File: src/rtl/score_keeper.sv
// ============================================================================
// Module   : score_keeper
// Purpose  : Two-player BCD score tracker with IDLE/PLAY/WIN game FSM.
//            Rising edges of hit/wall inputs add points while in PLAY;
//            scores saturate at WIN_SCORE and the first (or simultaneous)
//            player to reach it wins.
// Revision : 1.0 - initial release
// ============================================================================
`default_nettype none

module score_keeper #(
    parameter int WIN_SCORE = 21,
    parameter int HIT_PTS   = 1,
    parameter int WALL_PTS  = 2
) (
    input  logic       clkdiv0,
    input  logic       RST,
    input  logic       start,
    input  logic       hit1,
    input  logic       wall1,
    input  logic       hit2,
    input  logic       wall2,
    output logic [3:0] p1_units,
    output logic [3:0] p1_tens,
    output logic [3:0] p2_units,
    output logic [3:0] p2_tens,
    output logic [1:0] state,
    output logic [1:0] winner,
    output logic       game_over
);

    typedef enum logic [1:0] {
        S_IDLE = 2'b00,
        S_PLAY = 2'b01,
        S_WIN  = 2'b10
    } state_t;

    localparam logic [6:0] c_WIN  = 7'(WIN_SCORE);
    localparam logic [7:0] c_HIT  = 8'(HIT_PTS);
    localparam logic [7:0] c_WALL = 8'(WALL_PTS);

    state_t     r_state;
    state_t     w_state_nxt;
    logic [6:0] r_p1;
    logic [6:0] r_p2;
    logic [6:0] w_p1_nxt;
    logic [6:0] w_p2_nxt;
    logic [1:0] r_winner;
    logic [1:0] w_winner_nxt;

    logic       r_start_q;
    logic       r_hit1_q;
    logic       r_wall1_q;
    logic       r_hit2_q;
    logic       r_wall2_q;

    logic       w_start_ev;
    logic       w_hit1_ev;
    logic       w_wall1_ev;
    logic       w_hit2_ev;
    logic       w_wall2_ev;

    logic [7:0] w_inc1;
    logic [7:0] w_inc2;
    logic [7:0] w_sum1;
    logic [7:0] w_sum2;
    logic       w_reach1;
    logic       w_reach2;
    logic [6:0] w_sat1;
    logic [6:0] w_sat2;

    // Previous-value registers for edge detection, updated in every state
    always_ff @(posedge clkdiv0 or posedge RST) begin
        if (RST) begin
            r_start_q <= 1'b0;
            r_hit1_q  <= 1'b0;
            r_wall1_q <= 1'b0;
            r_hit2_q  <= 1'b0;
            r_wall2_q <= 1'b0;
        end else begin
            r_start_q <= start;
            r_hit1_q  <= hit1;
            r_wall1_q <= wall1;
            r_hit2_q  <= hit2;
            r_wall2_q <= wall2;
        end
    end

    assign w_start_ev = start & ~r_start_q;
    assign w_hit1_ev  = hit1  & ~r_hit1_q;
    assign w_wall1_ev = wall1 & ~r_wall1_q;
    assign w_hit2_ev  = hit2  & ~r_hit2_q;
    assign w_wall2_ev = wall2 & ~r_wall2_q;

    // One extra bit of headroom so the sum can be compared before saturation
    assign w_inc1   = (w_hit1_ev ? c_HIT : 8'd0) + (w_wall1_ev ? c_WALL : 8'd0);
    assign w_inc2   = (w_hit2_ev ? c_HIT : 8'd0) + (w_wall2_ev ? c_WALL : 8'd0);
    assign w_sum1   = {1'b0, r_p1} + w_inc1;
    assign w_sum2   = {1'b0, r_p2} + w_inc2;
    assign w_reach1 = (w_sum1 >= {1'b0, c_WIN});
    assign w_reach2 = (w_sum2 >= {1'b0, c_WIN});
    assign w_sat1   = w_reach1 ? c_WIN : w_sum1[6:0];
    assign w_sat2   = w_reach2 ? c_WIN : w_sum2[6:0];

    // State, score and winner registers
    always_ff @(posedge clkdiv0 or posedge RST) begin
        if (RST) begin
            r_state  <= S_IDLE;
            r_p1     <= 7'd0;
            r_p2     <= 7'd0;
            r_winner <= 2'b00;
        end else begin
            r_state  <= w_state_nxt;
            r_p1     <= w_p1_nxt;
            r_p2     <= w_p2_nxt;
            r_winner <= w_winner_nxt;
        end
    end

    // Next-state logic; a start edge in PLAY falls through and is ignored
    always_comb begin
        w_state_nxt  = r_state;
        w_p1_nxt     = r_p1;
        w_p2_nxt     = r_p2;
        w_winner_nxt = r_winner;
        case (r_state)
            S_IDLE: begin
                if (w_start_ev) begin
                    w_state_nxt = S_PLAY;
                end
            end
            S_PLAY: begin
                w_p1_nxt = w_sat1;
                w_p2_nxt = w_sat2;
                if (w_reach1 || w_reach2) begin
                    w_state_nxt  = S_WIN;
                    // bit0 = player 1 reached, bit1 = player 2 reached; both = draw
                    w_winner_nxt = {w_reach2, w_reach1};
                end
            end
            S_WIN: begin
                if (w_start_ev) begin
                    w_state_nxt  = S_IDLE;
                    w_p1_nxt     = 7'd0;
                    w_p2_nxt     = 7'd0;
                    w_winner_nxt = 2'b00;
                end
            end
            default: begin
                w_state_nxt = S_IDLE;
            end
        endcase
    end

    assign p1_units  = 4'(r_p1 % 7'd10);
    assign p1_tens   = 4'(r_p1 / 7'd10);
    assign p2_units  = 4'(r_p2 % 7'd10);
    assign p2_tens   = 4'(r_p2 / 7'd10);
    assign state     = r_state;
    assign winner    = r_winner;
    assign game_over = (r_state == S_WIN);

endmodule

`default_nettype wire

File: config.mk
export PLATFORM = sky130hd
export DESIGN_NAME = score_keeper
export DESIGN_NICKNAME = d
export VERILOG_FILES = /design/src/rtl/score_keeper.sv
export SDC_FILE = /design/constraint.sdc
export NUM_CORES = 1
export LEC_CHECK = 0
export BUFFER_PORTS_ARGS = -buffer_cell sky130_fd_sc_hd__buf_4
export CORE_MARGIN = 5
export CORE_UTILIZATION = 50
export CTS_CLUSTER_SIZE = 40
export DETAILED_ROUTE_END_ITERATION = 10
export GPL_ROUTABILITY_DRIVEN = 0
export PLACE_DENSITY_LB_ADDON = 0.25
export SLEW_MARGIN = 20
export SYNTH_ARGS = -nofsm -noshare
export SYNTH_HDL_FRONTEND = slang
export SYNTH_SLANG_ARGS = --single-unit
File: constraint.sdc
create_clock -name clkdiv0 -period 2.35 [get_ports clkdiv0]
set_input_delay 0.1175 -clock clkdiv0 [delete_from_list [all_inputs] [get_ports clkdiv0]]
set_output_delay 0.1175 -clock clkdiv0 [all_outputs]
set_load 0.05 [all_outputs]
# After elaboration in Yosys (flattened, before gate mapping)
# Index checks and enable logic that the tools add are counted.
# word_totals
regBits	23
input_bits	7
output_inout_bits	21
word_cells	55
# classes
addsub	4
n_div	4
order_cmp	2
n_eq_ne	5
muxes	15
n_bitwise	10
reduce_logical	6
# ops
cell	count
7-bit case mux with 2 select lines	2
7-bit two-way mux	3
7-bit by 3-bit adder with 8-bit output	2
8-bit by 5-bit >= comparator with 1-bit output (second input constant)	2
7-bit by 4-bit divider with 7-bit output (second input constant)	2
7-bit by 4-bit modulo with 7-bit output (second input constant)	2
2-bit two-way mux	6
1-bit by 2-bit adder with 3-bit output	2
2-bit case mux with 3 select lines	1
3-bit AND reduction	2
1-bit bitwise AND	5
1-bit inverter	5
2-bit inequality test (second input constant)	2
2-bit case mux with 2 select lines	1
2-bit by 1-bit == test with 1-bit output (second input constant)	1
2-bit == test (second input constant)	1
2-bit zero test	1
1-bit two-way mux	2
2-bit by 1-bit inequality test with 1-bit output (second input constant)	1
2-bit AND reduction	1
2-bit nonzero test	1
1-bit logical OR	1

# Longest topological paths before layout
# depth
word_depth	9
mapped_depth	11
depth_no_buf	10

# Worst setup path before layout
# OpenSTA, ideal clock, no wires.
# synth_path
kind	register to output
startpoint	register r_p2[4]
endpoint	output port p2_units[2]
arrival_time_ps	3581
required_ps	2233
slack_ps	-1348
path_stages_with_launch	10
n_path_buf	1
cell_sequence	dfrtp_1 -> buf_2 -> or3_1 -> a31o_2 -> xnor2_1 -> ha_1 -> a221o_1 -> a22oi_1 -> o22a_1 -> mux2i_1
# synth_between
elab_chain_len	1
# synth_lines
item	line_no	text
start, declared	45	logic [6:0] r_p2;
start signal, assigned	115	r_p2 <= w_p2_nxt;
7-bit by 4-bit modulo with 7-bit output	157	assign p2_units = 4'(r_p2 % 7'd10);
end, declared	25	output logic [3:0] p2_units,
# No other way between the ends.

# Worst setup path in the final report
# layout_path
startpoint	register r_p2[3]
endpoint	output port p2_units[2]
# The elaborated chain is that of the path after synthesis.

==> metrics <==
final period utilization 126%; clk_skew 6.29 ps; largest net degree at the start of global routing 24; Top FF cell, synth dfrtp_1; Synthesized Nets 266; Starting Density 51.8%; slowest CP cell dfrtp_2; CTS Buf Count 3; most frequent cells in the layout 69 x buf_4, 20 x nand2_1, 20 x dfrtp_1; GR peak layer met2; outcome complete, but fails checks; H-tree Lvls 1; Port Buffers 27; maximum clock path buffer count 2; max incr delay on CP 450 ps; synthesized area 2070 sq um; grt met2 use 36.5%; overall die width 74.4 um; Max Freq 0.337 GHz; final core occ 78.4%; Final Setup Violations 8; global-route wire length before repair 9.45 mm; Yosys cell types 59; Power Density 1330 nW/um^2; Area Growth Syn to Fin 51.3%; pre-CTS WS -376 ps; Placeable Area 4000 sq um; failing checks negative setup slack; Yosys warning count 0; CP required 2230 ps; top cell type's share of synthesized area 27.8%; worst hold-check path type input pin to asynchronous set/reset pin; FP Rows 23; grt met1 use 28.6%; crit path launch type flop; reg2reg start r_hit1_q$_DFF_PP0_; Hold WS 23.9 ps; Final min period 2970 ps; synthesized instance count 251; number of max-cap violations 0; relative slew slack 43.4%; sequential fraction of the synthesis area 27.8%; drt wl/cell 15.2 um; #FFs+latches synth 23; Tot GR Track Use 21.2%; Async SR Flop Fraction 100%; 1st-pass router iterations 4; Power Total 4.16 mW; Arrival @ worst endpoint 2850 ps; initial antenna violation count 0; I/O pin count 28; clock slew at reported path FFs 80 ps; RSZ-0062 raised after global routing true; fill cell total of the finished layout 272; leading cell type in the layout, fill and taps excluded buf_4; Setup crit start r_p2[3]$_DFFE_PP0P_; CTS tree built; detailed router's first-iteration violation count 131; final hold vios 0; detailed placement HPWL 4.22 mm; vias 2150; Clock Root Buffer clkbuf_8; detailed-route vias per instance 5.72; Tightest Pin Transition 848 ps; clk_lat worst skew 260 ps; VDD IR-drop max 1020 uV; Worst Path Buf+Inv 1; top area cells in the synthesized netlist dfrtp_1 28%, o21ai_0 5.1%, a21oi_1 4.3%, nand2_1 3.8%, ha_1 3.6%; multi-input logic area 1630 sq um; Largest delay share family, worst path compound AO/OA/AOI/OAI gates; layout cells sized above 1 43.6%; Post-synth EDFFs 0; height of the die 74.4 um; Avg Synthesized Cell Area 8.26 sq um; crit path max fanout 5; Final WS setup -620 ps; max-slew violation count 0; area leader, netlist dfrtp_1; ANT nets after route 0; number of global-route vias before repair 2059; grt met3 use 2.97%; grt total ovfl 0; setup tns final -2890 ps; CTS sink cnt 23; FF+latch area 579 sq um; number of nets in the layout 342; ant diodes 0; P_leak 1.43 nW; DRC viols 0; Worst Setup Path Type flop to output pin; CP Cell Sequence nand2b_4, or3_4, a31o_4, xnor2_4, ha_4, a221o_1, a22oi_2, o22a_4, mux2i_4, buf_6; crit end category output pin; final WL 5.70 mm; die area 5530 sq um
## power breakdown
group	internal [mW]	switching [mW]	leakage, nW
logic	1.50	1.79	1.12
clock network	0.118	0.124	0.0255
registers	0.499	0.125	0.290
total	2.12	2.04	1.43
## kinds of logic (layout without fill, tap and decap cells)
family / Yosys count / count (layout) / synth area share (%)
adders and majority gates: 9 / 9 / 6.04
muxes: 6 / 6 / 2.90
DFF: 23 / 23 / 27.8
and+or+nand+nor: 92 / 92 / 24.4
AOI/OAI and AO/OA: 83 / 83 / 28.3
xor gates and xnor gates: 7 / 7 / 2.96
buffers and inverters: 31 / 106 / 7.60
## repair_timing
item                                    CTS  global route
setup buffers                             2             3
endpoints found under the hold margin     5             0
pin swaps                                15            15
hold buffers                              5             0
resized for setup                        20            31
endpoints found under the setup margin   14            17
## final timing paths
check / slack [ps] / to / depth (start not counted)
worst max-delay path: -620 / p2_units[2] / 10
worst min-delay path: 20 / winner[0]$_DFFE_PP0P_ / 2
worst max register to register: 60 / winner[0]$_DFFE_PP0P_ / 10
worst min register to register: 520 / winner[1]$_DFFE_PP0P_ / 1
max in group asynchronous: 1750 / r_p1[5]$_DFFE_PP0P_ / 2
min in group clkdiv0: 430 / r_p2[0]$_DFFE_PP0P_ / 5
## metal layers
layer	share of wire [%]	wire, um
met5	0	0
met4	0.93	53
met3	4.9	277
met2	51	2900
met1	43	2470
## registers in the layout, indices dropped and copies added (netlist names)
register,cells
r_p1,7
r_p2,7
state,2
winner,2
r_hit1_q,1
r_hit2_q,1
r_start_q,1
r_wall1_q,1
r_wall2_q,1
## synthesized netlist by cell type, drive strengths merged, types with 5 or more instances
cell type	number
a21o	7
a21oi	18
a22o	5
and2	6
buf	14
clkbuf	5
dfrtp	23
ha	6
inv	12
mux2i	6
nand2	21
nand2b	9
nand3	5
nor2	15
nor2b	11
o21ai	22
xnor2	5
## cell type report
| type | instances | area share, % |
|---|---|---|
| Timing Repair Buffer | 90 | 24.5 |
| Tap cell | 50 | 1.99 |
| Sequential cell | 23 | 18.5 |
| Multi-Input combinational cell | 197 | 52.0 |
| Clock inverter | 1 | 0.160 |
| Clock buffer | 3 | 1.32 |
| Inverter | 12 | 1.56 |
## through the flow
stage	area (sq um)	instances
6_report	3140	376
3_5_place_dp	2850	363
2_1_floorplan	2290	251
5_1_grt	3140	376
4_1_cts	3030	374
3_3_place_gp	2850	363
Power figures use the tool's default switching activity.
